[config.mk]
export PLATFORM = sky130hd
export DESIGN_NAME = arb_requester
export DESIGN_NICKNAME = d
export VERILOG_FILES = /design/src/rtl/arb_requester.sv
export SDC_FILE = /design/constraint.sdc
export NUM_CORES = 1
export LEC_CHECK = 0
export BUFFER_PORTS_ARGS = -buffer_cell sky130_fd_sc_hd__clkbuf_2
export CELL_PAD_IN_SITES_DETAIL_PLACEMENT = 0
export CELL_PAD_IN_SITES_GLOBAL_PLACEMENT = 1
export CORE_UTILIZATION = 49
export CTS_BUF_LIST = sky130_fd_sc_hd__clkbuf_4 sky130_fd_sc_hd__clkbuf_8 sky130_fd_sc_hd__clkbuf_16
export DETAILED_ROUTE_END_ITERATION = 16
export GPL_ROUTABILITY_DRIVEN = 0
export MAX_ROUTING_LAYER = met4
export PLACE_DENSITY_LB_ADDON = 0.1
export SLEW_MARGIN = 20
export SYNTH_ARGS = -nofsm -noshare
export SYNTH_HDL_FRONTEND = slang
export SYNTH_SLANG_ARGS = --single-unit
[constraint.sdc]
create_clock -name clk -period 6.1 [get_ports clk]
set_input_delay 1.83 -clock clk [delete_from_list [all_inputs] [get_ports clk]]
set_output_delay 1.83 -clock clk [all_outputs]
set_load 0.01 [all_outputs]
[src/rtl/arb_requester.sv]
// Queued requester for a round-robin arbiter: FIFO of pending payloads, req while non-empty.
// Optional starvation detection is compiled in with `define ARB_REQ_TIMEOUT_EN.
module arb_requester #(
  parameter int unsigned DATA_W  = 32,
  parameter int unsigned DEPTH   = 4,
  parameter int unsigned TIMEOUT = 16
) (
  input  logic                       clk,
  input  logic                       rst_n,
  input  logic                       in_valid,
  output logic                       in_ready,
  input  logic [DATA_W-1:0]          in_data,
  output logic                       req,
  input  logic                       gnt,
  output logic                       out_valid,
  output logic [DATA_W-1:0]          out_data,
  output logic [$clog2(DEPTH+1)-1:0] count,
  output logic                       starve
);

  localparam int unsigned PTR_W = $clog2(DEPTH);
  localparam int unsigned CNT_W = $clog2(DEPTH+1);

`ifdef ARB_REQ_TIMEOUT_EN
  localparam int unsigned WAIT_W = $clog2(TIMEOUT+1);
  typedef enum logic [1:0] {IDLE, REQUEST, STARVED} state_t;
`else
  typedef enum logic [1:0] {IDLE, REQUEST} state_t;
`endif

  state_t             state_q, state_d;
  logic [PTR_W-1:0]   wr_ptr_q, wr_ptr_d;
  logic [PTR_W-1:0]   rd_ptr_q, rd_ptr_d;
  logic [CNT_W-1:0]   count_q, count_d;
  logic [DATA_W-1:0]  mem_q [DEPTH];
  logic               push, pop;
`ifdef ARB_REQ_TIMEOUT_EN
  logic [WAIT_W-1:0]  wait_q, wait_d;
`endif

  // Flow control and bus outputs decode registered state; gnt only gates the transfer
  assign in_ready  = (count_q < CNT_W'(DEPTH));
  assign req       = (count_q != '0);
  assign out_valid = req && gnt;
  assign out_data  = mem_q[rd_ptr_q];
  assign count     = count_q;

`ifdef ARB_REQ_TIMEOUT_EN
  assign starve = (state_q == STARVED);
`else
  assign starve = 1'b0;
`endif

  always_comb begin
    push     = in_valid && in_ready;
    pop      = req && gnt;
    count_d  = count_q + CNT_W'(push) - CNT_W'(pop);
    wr_ptr_d = wr_ptr_q + PTR_W'(push);
    rd_ptr_d = rd_ptr_q + PTR_W'(pop);
    state_d  = state_q;
`ifdef ARB_REQ_TIMEOUT_EN
    wait_d = wait_q;
    if (pop) begin
      wait_d = '0;
    end else if (req && (wait_q != WAIT_W'(TIMEOUT))) begin
      wait_d = wait_q + WAIT_W'(1);
    end
`endif
    case (state_q)
      IDLE: begin
        if (push) state_d = REQUEST;
      end
      REQUEST: begin
        if (pop && (count_d == '0)) begin
          state_d = IDLE;
`ifdef ARB_REQ_TIMEOUT_EN
        end else if (!gnt && (wait_q == WAIT_W'(TIMEOUT-1))) begin
          state_d = STARVED;
`endif
        end
      end
`ifdef ARB_REQ_TIMEOUT_EN
      STARVED: begin
        if (pop) state_d = (count_d == '0) ? IDLE : REQUEST;
      end
`endif
      default: state_d = IDLE;
    endcase
  end

  always_ff @(posedge clk or negedge rst_n) begin
    if (!rst_n) begin
      state_q  <= IDLE;
      wr_ptr_q <= '0;
      rd_ptr_q <= '0;
      count_q  <= '0;
`ifdef ARB_REQ_TIMEOUT_EN
      wait_q   <= '0;
`endif
    end else begin
      state_q  <= state_d;
      wr_ptr_q <= wr_ptr_d;
      rd_ptr_q <= rd_ptr_d;
      count_q  <= count_d;
`ifdef ARB_REQ_TIMEOUT_EN
      wait_q   <= wait_d;
`endif
    end
  end

  // Payload storage needs no reset: entries are only read while counted
  always_ff @(posedge clk) begin
    if (push) mem_q[wr_ptr_q] <= in_data;
  end

endmodule

Word level (Yosys, flattened, before mapping)
Memories as Yosys holds them, arrays and structs flattened.
Index checks and enable logic that the tools add are counted.
{ "totals": {"register_bits": 7, "ram_bits": 128, "out_inout_bits": 39, "word_cells": 14, "memories": 1} }
{ "classes": {"n_addsub": 4, "n_lt_le_gt_ge": 1, "n_mux": 2, "reduce_logical": 3} }
{ "memory_table": {"columns": ["name", "depth", "width", "read_ports", "rd_ports_with_merged_regs", "write_ports", "line_no", "source"], "rows": [
  ["mem_q", 4, 32, 1, 0, 1, "35", "logic [DATA_W-1:0] mem_q [DEPTH];"]
]} }
{ "ops": {"columns": ["op", "n"], "rows": [
  ["adder 2 x 1 -> 2 bit", 2],
  ["adder 3 x 1 -> 3 bit", 1],
  ["less-than comparator 3 bit, second input constant", 1],
  ["nonzero test 3 bit", 1],
  ["subtractor 3 x 1 -> 3 bit", 1],
  ["logical AND 1 bit", 2],
  ["2-to-1 mux 1 bit", 2]
]} }

Depth between registers and ports, before layout
Gate-level depths: netlist of the first run.
{ "logic_depth": {"ltp_word": 4, "mapped_depth": 8, "mapped_depth_nobuf": 7} }

Worst setup path after synthesis of the first run
OpenSTA, ideal clock, no wires.
{ "synth_path": {"path_type": "in2reg", "from": "input port in_valid", "to": "memory mem_q[0][0] (enable)", "setup_ns": 0.513, "t_arrival_ns": 5.141, "required_time_ns": 5.587, "path_slack_ns": 0.446, "stages": 1, "path_buffers": 0, "cell_sequence": "nor4b_1"} }
{ "synth_via": {"elab_chain_len": 3} }
{ "synth_rtl": {"columns": ["element", "line_no", "source"], "rows": [
  ["start: declaration", "10", "input logic in_valid,"],
  ["logical AND 1 bit", "55", "push = in_valid && in_ready;"],
  ["2-to-1 mux 1 bit", "113", "if (push) mem_q[wr_ptr_q] <= in_data;"],
  ["2-to-1 mux 1 bit (not written as such)", "113", null],
  ["end: declaration", "35", null]
]} }
Every way passes these cells.

Worst setup path in the final report of the first run
{ "layout_path": {"from": "register rd_ptr_q[0]", "to": "output port out_data[29]"} }
{ "layout_via": {"elab_chain_len": 1} }
{ "layout_rtl": {"columns": ["element", "line_no", "source"], "rows": [
  ["start: declaration", "33", "logic [PTR_W-1:0] rd_ptr_q, rd_ptr_d;"],
  ["start signal: assignment", "103", "rd_ptr_q <= rd_ptr_d;"],
  ["memory (4 x 32 bit)", null, null],
  ["end: declaration", "16", "output logic [DATA_W-1:0] out_data,"]
]} }
Every way passes these cells.

==> results of run 1 <==
==> kinds of logic (layout without fill, tap and decap cells) <==
kind of cell	after synthesis	in the layout
buffers and inverters	14	113
adder cells (fa/ha/maj)	5	5
AND/OR/NAND/NOR	7	7
AO/OA/AOI/OAI	1	1
multiplexers	32	32
XOR/XNOR	3	3
flip-flops	135	135
other	1	1
==> final cells by class <==
class / instances / area share [%]
sequential: 135 / 65.8
multi-input combinational: 49 / 15.5
clock buffer: 19 / 7.03
timing repair buffer: 79 / 6.84
tap: 133 / 2.72
clock inverter: 11 / 1.80
inverter: 4 / 0.246
==> layout by cell type (no fill, tap or decap), types with 2 or more instances in the layout <==
master                       netlist  routed
sky130_fd_sc_hd__nor4bb_4          0       2
sky130_fd_sc_hd__mux4_2           30      30
sky130_fd_sc_hd__clkbuf_4          0       2
sky130_fd_sc_hd__clkbuf_2          0      73
sky130_fd_sc_hd__dfrtp_2           0       2
sky130_fd_sc_hd__clkbuf_16         0      16
sky130_fd_sc_hd__bufinv_16         0       2
sky130_fd_sc_hd__clkinv_1          0       2
sky130_fd_sc_hd__xor2_1            2       2
sky130_fd_sc_hd__buf_4             1       4
sky130_fd_sc_hd__buf_6             1       2
sky130_fd_sc_hd__inv_1             4       4
sky130_fd_sc_hd__mux4_1            2       2
sky130_fd_sc_hd__clkinv_2          0       4
sky130_fd_sc_hd__clkinvlp_4        0       3
sky130_fd_sc_hd__dfrtp_1           7       5
sky130_fd_sc_hd__edfxtp_1        128     128
sky130_fd_sc_hd__ha_1              4       4
==> registers in the layout, summed over array words and instances, names as in the netlist <==
| signal | count |
|---|---|
| rd_ptr_q | 2 |
| wr_ptr_q | 2 |
| count | 3 |
| mem_q | 128 |
==> power by group <==
part           switching (mW)  internal [mW]  leakage [nW]  total, mW
Combinational           0.311          0.378         0.675      0.689
Clock                   0.343          0.578         0.261      0.921
Sequential              0.149           1.17          1.24       1.32
==> stage by stage <==
| step | cell area (sq um) | cells |
|---|---|---|
| final | 6110 | 430 |
| after global routing | 6110 | 430 |
| after global placement | 5550 | 398 |
| after floorplan | 5050 | 198 |
| after detailed placement | 5560 | 399 |
| after CTS | 6100 | 429 |
==> routing by layer <==
metal | part of all wire (%) | GRT usage, % | vias to the layer above
li1 | - | - | 1019
met1 | 44 | 22.0 | 1180
met2 | 50 | 26.0 | 65
met3 | 4.4 | 4.77 | 9
met4 | 1.3 | 7.48 | 0
met5 | 0 | - | -
==> worst paths after layout <==
| path | to | from |
|---|---|---|
| worst max-delay path | out_data[29] | rd_ptr_q[0] |
| worst min-delay path | count[0] | count[0] |
| worst max register to register | count[2] | count[2] |
| worst min register to register | count[0] | count[0] |
| max in group asynchronous | rd_ptr_q[0] | rst_n |
| min in group asynchronous | count[0] | rst_n |
==> impl_results.html, run 1 <==
<table>
<tr><th>Metric</th><th>Value</th></tr>
<tr><th colspan="2">Logic synthesis</th></tr>
<tr><td>Library cells used by synthesis</td><td>22</td></tr>
<tr><td>Cell types with the largest area share after synthesis</td><td>sky130_fd_sc_hd__edfxtp_1 (76%), sky130_fd_sc_hd__mux4_2 (13%), sky130_fd_sc_hd__dfrtp_1 (3.5%), sky130_fd_sc_hd__buf_12 (1.2%), sky130_fd_sc_hd__mux4_1 (1.0%)</td></tr>
<tr><td>Share of flip-flops with an asynchronous set or reset</td><td>5.19%</td></tr>
<tr><td>Number of flops mapped to enable cells by yosys</td><td>128</td></tr>
<tr><td>Largest family of logic cells by synthesized area</td><td>multiplexers</td></tr>
<tr><td>Most used standard cells in the synthesized netlist</td><td>sky130_fd_sc_hd__edfxtp_1 (128), sky130_fd_sc_hd__mux4_2 (30), sky130_fd_sc_hd__dfrtp_1 (7)</td></tr>
<tr><td>Synthesized Nets</td><td>239</td></tr>
<tr><td>Most used flip-flop cell after synthesis</td><td>sky130_fd_sc_hd__edfxtp_1</td></tr>
<tr><td>Xor/xnor share of the synthesized area</td><td>0.818%</td></tr>
<tr><td>Portion of netlist area occupied by mux cells</td><td>14.4%</td></tr>
<tr><td>Synth warnings</td><td>0</td></tr>
<tr><td>Fraction of synthesized cell area taken by the top area cell type</td><td>76.2%</td></tr>
<tr><td>Netlist area before placement</td><td>0.00505 sq mm</td></tr>
<tr><td>Mapped Avg Cell Area</td><td>25.5 sq um</td></tr>
<tr><td>Sequential cell area fraction in the yosys report</td><td>79.6%</td></tr>
<tr><td>Count of mapped cells out of synthesis</td><td>198</td></tr>
<tr><td>Synth Area in Adders</td><td>1.39%</td></tr>
<tr><td>Simple logic cell fraction of the synthesized area</td><td>1.14%</td></tr>
<tr><td>Cell taking the most area after synthesis</td><td>sky130_fd_sc_hd__edfxtp_1</td></tr>
<tr><td>Synth Area in Compound Gates</td><td>0.174%</td></tr>
<tr><td>Most numerous cell in the Yosys netlist</td><td>sky130_fd_sc_hd__edfxtp_1</td></tr>
<tr><td>Number of synthesized register bits</td><td>135</td></tr>
<tr><th colspan="2">Timing</th></tr>
<tr><td>Pin slew with the least headroom to its limit</td><td>0.865 ns</td></tr>
<tr><td>Share of the clock period used by the worst path after layout</td><td>71.4%</td></tr>
<tr><td>Layout Skew</td><td>0.00763 ns</td></tr>
<tr><td>Final count of negative-setup-slack endpoints</td><td>0</td></tr>
<tr><td>Worst Hold Slack</td><td>0.564 ns</td></tr>
<tr><td>Number of hold-slack violations in the final timing report</td><td>0</td></tr>
<tr><td>Relative max-transition margin</td><td>42.4%</td></tr>
<tr><td>Sum of negative setup slack</td><td>0 ns</td></tr>
<tr><td>Shortest clock period the worst path allows after layout</td><td>4.36 ns</td></tr>
<tr><td>Unrepaired setup endpoints after global routing</td><td>no</td></tr>
<tr><td>Least setup slack across all paths after layout</td><td>1.74 ns</td></tr>
<tr><td>Fmax</td><td>230 MHz</td></tr>
<tr><td>Max-slew violation total from the final report</td><td>0</td></tr>
<tr><th colspan="2">Clocking</th></tr>
<tr><td>Reg clk slew, reported paths</td><td>0.05 ns</td></tr>
<tr><td>Clock buffer count from CTS</td><td>17</td></tr>
<tr><td>Post-CTS setup buffer count</td><td>0</td></tr>
<tr><td>Cell at the root of the clock tree</td><td>sky130_fd_sc_hd__clkbuf_8</td></tr>
<tr><td>Sink count of the clock tree</td><td>135</td></tr>
<tr><td>Hold bufs inserted after CTS</td><td>0</td></tr>
<tr><td>CTS tree</td><td>yes</td></tr>
<tr><td>Clk_lat worst skew</td><td>0.50 ns</td></tr>
<tr><td>Max Root-Sink Buffers</td><td>2</td></tr>
<tr><td>Gates resized, CTS repair</td><td>0</td></tr>
<tr><td>CTS HTree Levels</td><td>4</td></tr>
<tr><th colspan="2">Global route</th></tr>
<tr><td>Global-route total usage across every layer</td><td>17.2%</td></tr>
<tr><td>Remaining Overflow, GRT</td><td>0</td></tr>
<tr><td>Via count of the first global-routing pass</td><td>2270</td></tr>
<tr><td>Largest net degree at the start of global routing</td><td>34</td></tr>
<tr><td>Initial antenna violation count</td><td>0</td></tr>
<tr><td>Global-route wire length before repair</td><td>12.2 mm</td></tr>
<tr><th colspan="2">Worst setup path</th></tr>
<tr><td>Number of buffers and inverters on the critical path</td><td>2</td></tr>
<tr><td>Worst reg2reg setup slack</td><td>3.94 ns</td></tr>
<tr><td>Critical path launch point type</td><td>flop</td></tr>
<tr><td>Capturing element type of the critical path</td><td>output pin</td></tr>
<tr><td>Family with the most delay on the worst path</td><td>flip-flops</td></tr>
<tr><td>Slowest Stage Delay on Critical Path</td><td>0.85 ns</td></tr>
<tr><td>Slowest CP cell</td><td>sky130_fd_sc_hd__dfrtp_2</td></tr>
<tr><td>Endpoint required time on the critical path</td><td>4.27 ns</td></tr>
<tr><td>Worst setup path class</td><td>flop to output pin</td></tr>
<tr><td>Worst reg-to-reg path cell count</td><td>7</td></tr>
<tr><td>Number of logic stages on the critical path including buffering</td><td>3</td></tr>
<tr><td>Worst-path fanout max</td><td>22</td></tr>
<tr><td>Crit path cell chain</td><td>buf_4, mux4_1, clkbuf_2</td></tr>
<tr><td>Arrival @ worst endpoint</td><td>2.53 ns</td></tr>
<tr><th colspan="2">Placed design</th></tr>
<tr><td>HPWL after DPL</td><td>4.80 mm</td></tr>
<tr><td>Post-Place Setup Slack</td><td>2.03 ns</td></tr>
<tr><td>Count of input and output buffers</td><td>73</td></tr>
<tr><th colspan="2">Routing</th></tr>
<tr><td>Length of the first detailed-routing pass in iterations</td><td>4</td></tr>
<tr><td>Post-detailed-route count of antenna-violating nets</td><td>0</td></tr>
<tr><td>Post-detailed-routing wire length</td><td>8.06 mm</td></tr>
<tr><td>Average via count per standard cell</td><td>5.29</td></tr>
<tr><td>Number of vias in the routed layout</td><td>2273</td></tr>
<tr><td>Initial DRC Count</td><td>79</td></tr>
<tr><td>WL/cell</td><td>18.7 microns</td></tr>
<tr><td>DRC errors left</td><td>0</td></tr>
<tr><th colspan="2">Floorplanning</th></tr>
<tr><td>I/O pin total</td><td>75</td></tr>
<tr><td>Cell Rows</td><td>36</td></tr>
<tr><td>Die ar.</td><td>0.0107 sq mm</td></tr>
<tr><td>Width of the die</td><td>103 microns</td></tr>
<tr><td>Core box area</td><td>0.00986 sq mm</td></tr>
<tr><td>Starting density of the core</td><td>51.2%</td></tr>
<tr><td>Chip Height</td><td>103 microns</td></tr>
<tr><th colspan="2">Power</th></tr>
<tr><td>Maximum vdd drop</td><td>0.407 mV</td></tr>
<tr><td>Total power density per cell area</td><td>480 mW/mm^2</td></tr>
<tr><td>Leakage power</td><td>2.18 nW</td></tr>
<tr><td>Total Power</td><td>2.93 mW</td></tr>
<tr><th colspan="2">Finish</th></tr>
<tr><td>Antenna cells</td><td>0</td></tr>
<tr><td>Multi-input gate area in the final layout</td><td>947 sq um</td></tr>
<tr><td>Final layout net count</td><td>327</td></tr>
<tr><td>Register Area</td><td>0.00402 sq mm</td></tr>
<tr><td>Fraction of layout instances using a drive strength above 1</td><td>48.1%</td></tr>
<tr><td>Layout Utilization</td><td>61.9%</td></tr>
<tr><td>Area overhead of the layout relative to synthesis</td><td>21.0%</td></tr>
<tr><td>Fillers</td><td>681</td></tr>
<tr><th colspan="2">Min path</th></tr>
<tr><td>Worst hold-check path type</td><td>flop to flop</td></tr>
<tr><td>Min-Delay Path Depth</td><td>1</td></tr>
<tr><th colspan="2">Job</th></tr>
<tr><td>Number of max-cap violations</td><td>0</td></tr>
<tr><th colspan="2">Status</th></tr>
<tr><td>Outcome</td><td>completed</td></tr>
</table>
Note: power is estimated with default switching activity, not from simulation.
==> inputs of run 2 (changes only) <==
--- a/config.mk
+++ b/config.mk
@@ -5,10 +5,11 @@
 export SDC_FILE = /design/constraint.sdc
 export NUM_CORES = 1
 export LEC_CHECK = 0
+export ABC_AREA = 1
 export BUFFER_PORTS_ARGS = -buffer_cell sky130_fd_sc_hd__clkbuf_2
 export CELL_PAD_IN_SITES_DETAIL_PLACEMENT = 0
 export CELL_PAD_IN_SITES_GLOBAL_PLACEMENT = 1
-export CORE_UTILIZATION = 49
+export CORE_UTILIZATION = 45
 export CTS_BUF_LIST = sky130_fd_sc_hd__clkbuf_4 sky130_fd_sc_hd__clkbuf_8 sky130_fd_sc_hd__clkbuf_16
 export DETAILED_ROUTE_END_ITERATION = 16
 export GPL_ROUTABILITY_DRIVEN = 0
==> constraint.sdc (replaced) <==
create_clock -name clk -period 4.2 [get_ports clk]
set_input_delay 1.26 -clock clk [delete_from_list [all_inputs] [get_ports clk]]
set_output_delay 1.26 -clock clk [all_outputs]
set_load 0.01 [all_outputs]
==> run 2 against run 1 <==
Against the previous run: largest cell class unchanged; worst hold slack worse by 0.020 ns; critical path depth did not move; global-route usage up 1.4 points; final cell count is 86% higher; worst setup slack lost 0.73 ns; clock-buffer cell count up 1; via count increased by 56%; highest routed layer unchanged; area after synthesis rose by 14%.
==> impl_results.html, run 2 <==
<table>
<tr><th>Metric</th><th>Value</th></tr>
<tr><th colspan="2">Routing</th></tr>
<tr><td>WL/cell</td><td>13.2 microns</td></tr>
<tr><td>Length of the first detailed-routing pass in iterations</td><td>4</td></tr>
<tr><td>Average via count per standard cell</td><td>4.43</td></tr>
<tr><td>DRC errors left</td><td>0</td></tr>
<tr><td>Post-detailed-route count of antenna-violating nets</td><td>0</td></tr>
<tr><td>Initial DRC Count</td><td>138</td></tr>
<tr><td>Number of vias in the routed layout</td><td>3545</td></tr>
<tr><td>Post-detailed-routing wire length</td><td>10.6 mm</td></tr>
<tr><th colspan="2">Worst setup path</th></tr>
<tr><td>Capturing element type of the critical path</td><td>output pin</td></tr>
<tr><td>Worst-path fanout max</td><td>3</td></tr>
<tr><td>Critical path launch point type</td><td>input pin</td></tr>
<tr><td>Endpoint required time on the critical path</td><td>2.94 ns</td></tr>
<tr><td>Worst reg2reg setup slack</td><td>2.11 ns</td></tr>
<tr><td>Worst reg-to-reg path cell count</td><td>9</td></tr>
<tr><td>Worst setup path class</td><td>input pin to output pin</td></tr>
<tr><td>Arrival @ worst endpoint</td><td>1.92 ns</td></tr>
<tr><td>Reg-to-Reg Start</td><td>count[1]</td></tr>
<tr><td>Critical R2R Capture</td><td>count[2]</td></tr>
<tr><th colspan="2">Min path</th></tr>
<tr><td>Origin of the worst min-delay path</td><td>count[0]</td></tr>
<tr><td>Min-Delay Path Depth</td><td>1</td></tr>
<tr><td>Hold-critical path endpoint</td><td>count[0]</td></tr>
<tr><td>Worst hold-check path type</td><td>flop to flop</td></tr>
<tr><th colspan="2">Timing</th></tr>
<tr><td>Pin slew with the least headroom to its limit</td><td>0.745 ns</td></tr>
<tr><td>Max-slew violation total from the final report</td><td>0</td></tr>
<tr><td>Unrepaired setup endpoints after global routing</td><td>no</td></tr>
<tr><td>Shortest clock period the worst path allows after layout</td><td>3.18 ns</td></tr>
<tr><td>Share of the clock period used by the worst path after layout</td><td>75.8%</td></tr>
<tr><td>Worst Hold Slack</td><td>0.543 ns</td></tr>
<tr><td>Final count of negative-setup-slack endpoints</td><td>0</td></tr>
<tr><td>Number of hold-slack violations in the final timing report</td><td>0</td></tr>
<tr><td>Layout Skew</td><td>0.0110 ns</td></tr>
<tr><td>Sum of negative setup slack</td><td>0 ns</td></tr>
<tr><td>Relative max-transition margin</td><td>50.3%</td></tr>
<tr><td>Least setup slack across all paths after layout</td><td>1.02 ns</td></tr>
<tr><td>Fmax</td><td>314 MHz</td></tr>
<tr><th colspan="2">Placed design</th></tr>
<tr><td>Placed Cells incl. Taps</td><td>768</td></tr>
<tr><td>Post-Place Cell Area</td><td>0.00631 sq mm</td></tr>
<tr><td>Count of input and output buffers</td><td>73</td></tr>
<tr><td>HPWL after DPL</td><td>5.93 mm</td></tr>
<tr><td>Post-Place Setup Slack</td><td>1.01 ns</td></tr>
<tr><th colspan="2">Clocking</th></tr>
<tr><td>Hold bufs inserted after CTS</td><td>0</td></tr>
<tr><td>CTS tree</td><td>yes</td></tr>
<tr><td>Reg clk slew, reported paths</td><td>0.05 ns</td></tr>
<tr><td>Clock buffer count from CTS</td><td>17</td></tr>
<tr><td>Sink count of the clock tree</td><td>135</td></tr>
<tr><td>Gates resized, CTS repair</td><td>0</td></tr>
<tr><td>CTS HTree Levels</td><td>4</td></tr>
<tr><td>Clk_lat worst skew</td><td>0.40 ns</td></tr>
<tr><td>Cell at the root of the clock tree</td><td>sky130_fd_sc_hd__clkbuf_16</td></tr>
<tr><td>Max Root-Sink Buffers</td><td>2</td></tr>
<tr><td>Post-CTS setup buffer count</td><td>0</td></tr>
<tr><th colspan="2">Logic synthesis</th></tr>
<tr><td>Most numerous cell in the Yosys netlist</td><td>sky130_fd_sc_hd__nand2_1</td></tr>
<tr><td>Cell types with the largest area share after synthesis</td><td>sky130_fd_sc_hd__edfxtp_1 (67%), sky130_fd_sc_hd__nand2_1 (11%), sky130_fd_sc_hd__inv_1 (8.9%), sky130_fd_sc_hd__nand3_1 (5.6%), sky130_fd_sc_hd__dfrtp_1 (3.0%)</td></tr>
<tr><td>Fraction of synthesized cell area taken by the top area cell type</td><td>66.6%</td></tr>
<tr><td>Netlist area before placement</td><td>0.00577 sq mm</td></tr>
<tr><td>Count of mapped cells out of synthesis</td><td>541</td></tr>
<tr><td>Cell taking the most area after synthesis</td><td>sky130_fd_sc_hd__edfxtp_1</td></tr>
<tr><td>Most used flip-flop cell after synthesis</td><td>sky130_fd_sc_hd__edfxtp_1</td></tr>
<tr><td>Most used standard cells in the synthesized netlist</td><td>sky130_fd_sc_hd__nand2_1 (167), sky130_fd_sc_hd__inv_1 (137), sky130_fd_sc_hd__edfxtp_1 (128), sky130_fd_sc_hd__nand3_1 (65), sky130_fd_sc_hd__buf_2 (12)</td></tr>
<tr><td>Mapped Avg Cell Area</td><td>10.7 sq um</td></tr>
<tr><td>Library cells used by synthesis</td><td>16</td></tr>
<tr><td>Synth warnings</td><td>0</td></tr>
<tr><td>Number of synthesized register bits</td><td>135</td></tr>
<tr><td>Synthesized Nets</td><td>582</td></tr>
<tr><td>Number of flops mapped to enable cells by yosys</td><td>128</td></tr>
<tr><td>Share of flip-flops with an asynchronous set or reset</td><td>5.19%</td></tr>
<tr><td>Sequential cell area fraction in the yosys report</td><td>69.7%</td></tr>
<tr><th colspan="2">Status</th></tr>
<tr><td>Outcome</td><td>completed</td></tr>
<tr><th colspan="2">Floorplanning</th></tr>
<tr><td>Chip Height</td><td>115 microns</td></tr>
<tr><td>I/O pin total</td><td>75</td></tr>
<tr><td>Starting density of the core</td><td>47.1%</td></tr>
<tr><td>Die ar.</td><td>0.0133 sq mm</td></tr>
<tr><td>Width of the die</td><td>115 microns</td></tr>
<tr><td>Cell Rows</td><td>40</td></tr>
<tr><td>Core box area</td><td>0.0123 sq mm</td></tr>
<tr><th colspan="2">Finish</th></tr>
<tr><td>Most frequent standard cell in the layout excluding fill and tap cells</td><td>sky130_fd_sc_hd__nand2_1</td></tr>
<tr><td>Antenna cells</td><td>0</td></tr>
<tr><td>Fraction of layout instances using a drive strength above 1</td><td>18.4%</td></tr>
<tr><td>Fillers</td><td>1043</td></tr>
<tr><td>Top register by number of flip-flops</td><td>mem_q</td></tr>
<tr><td>Final layout net count</td><td>660</td></tr>
<tr><td>Non-filler cells in the finished layout</td><td>800</td></tr>
<tr><td>Most frequent cells in the layout</td><td>sky130_fd_sc_hd__nand2_1 (167), sky130_fd_sc_hd__inv_1 (137), sky130_fd_sc_hd__edfxtp_1 (128)</td></tr>
<tr><td>Fin area</td><td>0.00690 sq mm</td></tr>
<tr><td>Layout Utilization</td><td>56.2%</td></tr>
<tr><td>Max reg flops</td><td>128</td></tr>
<tr><td>Area overhead of the layout relative to synthesis</td><td>19.5%</td></tr>
<tr><th colspan="2">Power</th></tr>
<tr><td>Maximum vdd drop</td><td>0.625 mV</td></tr>
<tr><td>Leakage power</td><td>3.25 nW</td></tr>
<tr><td>Total power density per cell area</td><td>695 mW/mm^2</td></tr>
<tr><td>Total Power</td><td>4.79 mW</td></tr>
<tr><th colspan="2">Job</th></tr>
<tr><td>Number of max-cap violations</td><td>0</td></tr>
<tr><th colspan="2">Global route</th></tr>
<tr><td>Global-route total usage across every layer</td><td>18.5%</td></tr>
<tr><td>Initial antenna violation count</td><td>0</td></tr>
<tr><td>Global-route wire length before repair</td><td>17.3 mm</td></tr>
<tr><td>Remaining Overflow, GRT</td><td>0</td></tr>
<tr><td>Largest net degree at the start of global routing</td><td>66</td></tr>
<tr><td>Via count of the first global-routing pass</td><td>3467</td></tr>
</table>
[run 2: cell count changes after synthesis, moves of 3 or more]
cell / change
sky130_fd_sc_hd__mux4_2: -30
sky130_fd_sc_hd__nand3_1: +65
sky130_fd_sc_hd__nor3_1: +4
sky130_fd_sc_hd__buf_2: +8
sky130_fd_sc_hd__buf_6: +6
sky130_fd_sc_hd__buf_12: -3
sky130_fd_sc_hd__inv_1: +133
sky130_fd_sc_hd__nand2_1: +167
[run 2: cell type report]
class	instances	area (sq um)	share of cell area [%]
Clock buffer	20	448	6.49
Tap cell	168	210	3.05
Sequential cell	135	4020	58.3
Multi-Input combinational cell	246	1090	15.9
Inverter	139	522	7.57
Clock inverter	12	134	1.94
Timing Repair Buffer	80	468	6.79
[run 2: worst max-delay path by stage]
stage                     slack [ns]     endpoint   startpoint
after floorplan                 0.15  mem_q[0][0]     in_valid
after global placement          1.03    out_valid          gnt
after detailed placement        1.01    out_valid          gnt
after CTS                       1.00    out_valid          gnt
after global routing            0.89  out_data[0]  rd_ptr_q[0]
final                           1.02    out_valid          gnt
[run 2: where the power goes]
group / leakage [nW] / internal [mW] / switching (mW)
logic: 1.72 / 0.519 / 1.04
clock network: 0.290 / 0.940 / 0.497
registers: 1.25 / 1.72 / 0.0718
[run 2: per-layer routing]
| layer | global-route usage, % | routed length, microns | vias to the layer above | part of all wire [%] |
|---|---|---|---|---|
| met1 | 21.7 | 4590 | 1641 | 43 |
| met5 | - | 0 | - | 0 |
| met3 | 4.69 | 324 | 9 | 3.1 |
| met2 | 31.6 | 5570 | 52 | 53 |
| met4 | 5.45 | 98 | 0 | 0.93 |
| li1 | - | - | 1843 | - |
[run 2: logic make-up after synthesis]
kind of cell / after synthesis / share of synthesized area, %
AOI/OAI and AO/OA: 1 / 0.130
DFF: 135 / 69.7
adders and majority gates: 5 / 1.21
buffers and inverters: 160 / 11.7
xor gates and xnor gates: 2 / 0.304
and+or+nand+nor: 237 / 16.9
other: 1 / 0.0650
[run 2: critical path, cell delays in order]
cell	delay [ns]
sky130_fd_sc_hd__clkbuf_2	0.07
sky130_fd_sc_hd__a21boi_0	0.38
sky130_fd_sc_hd__clkbuf_2	0.22
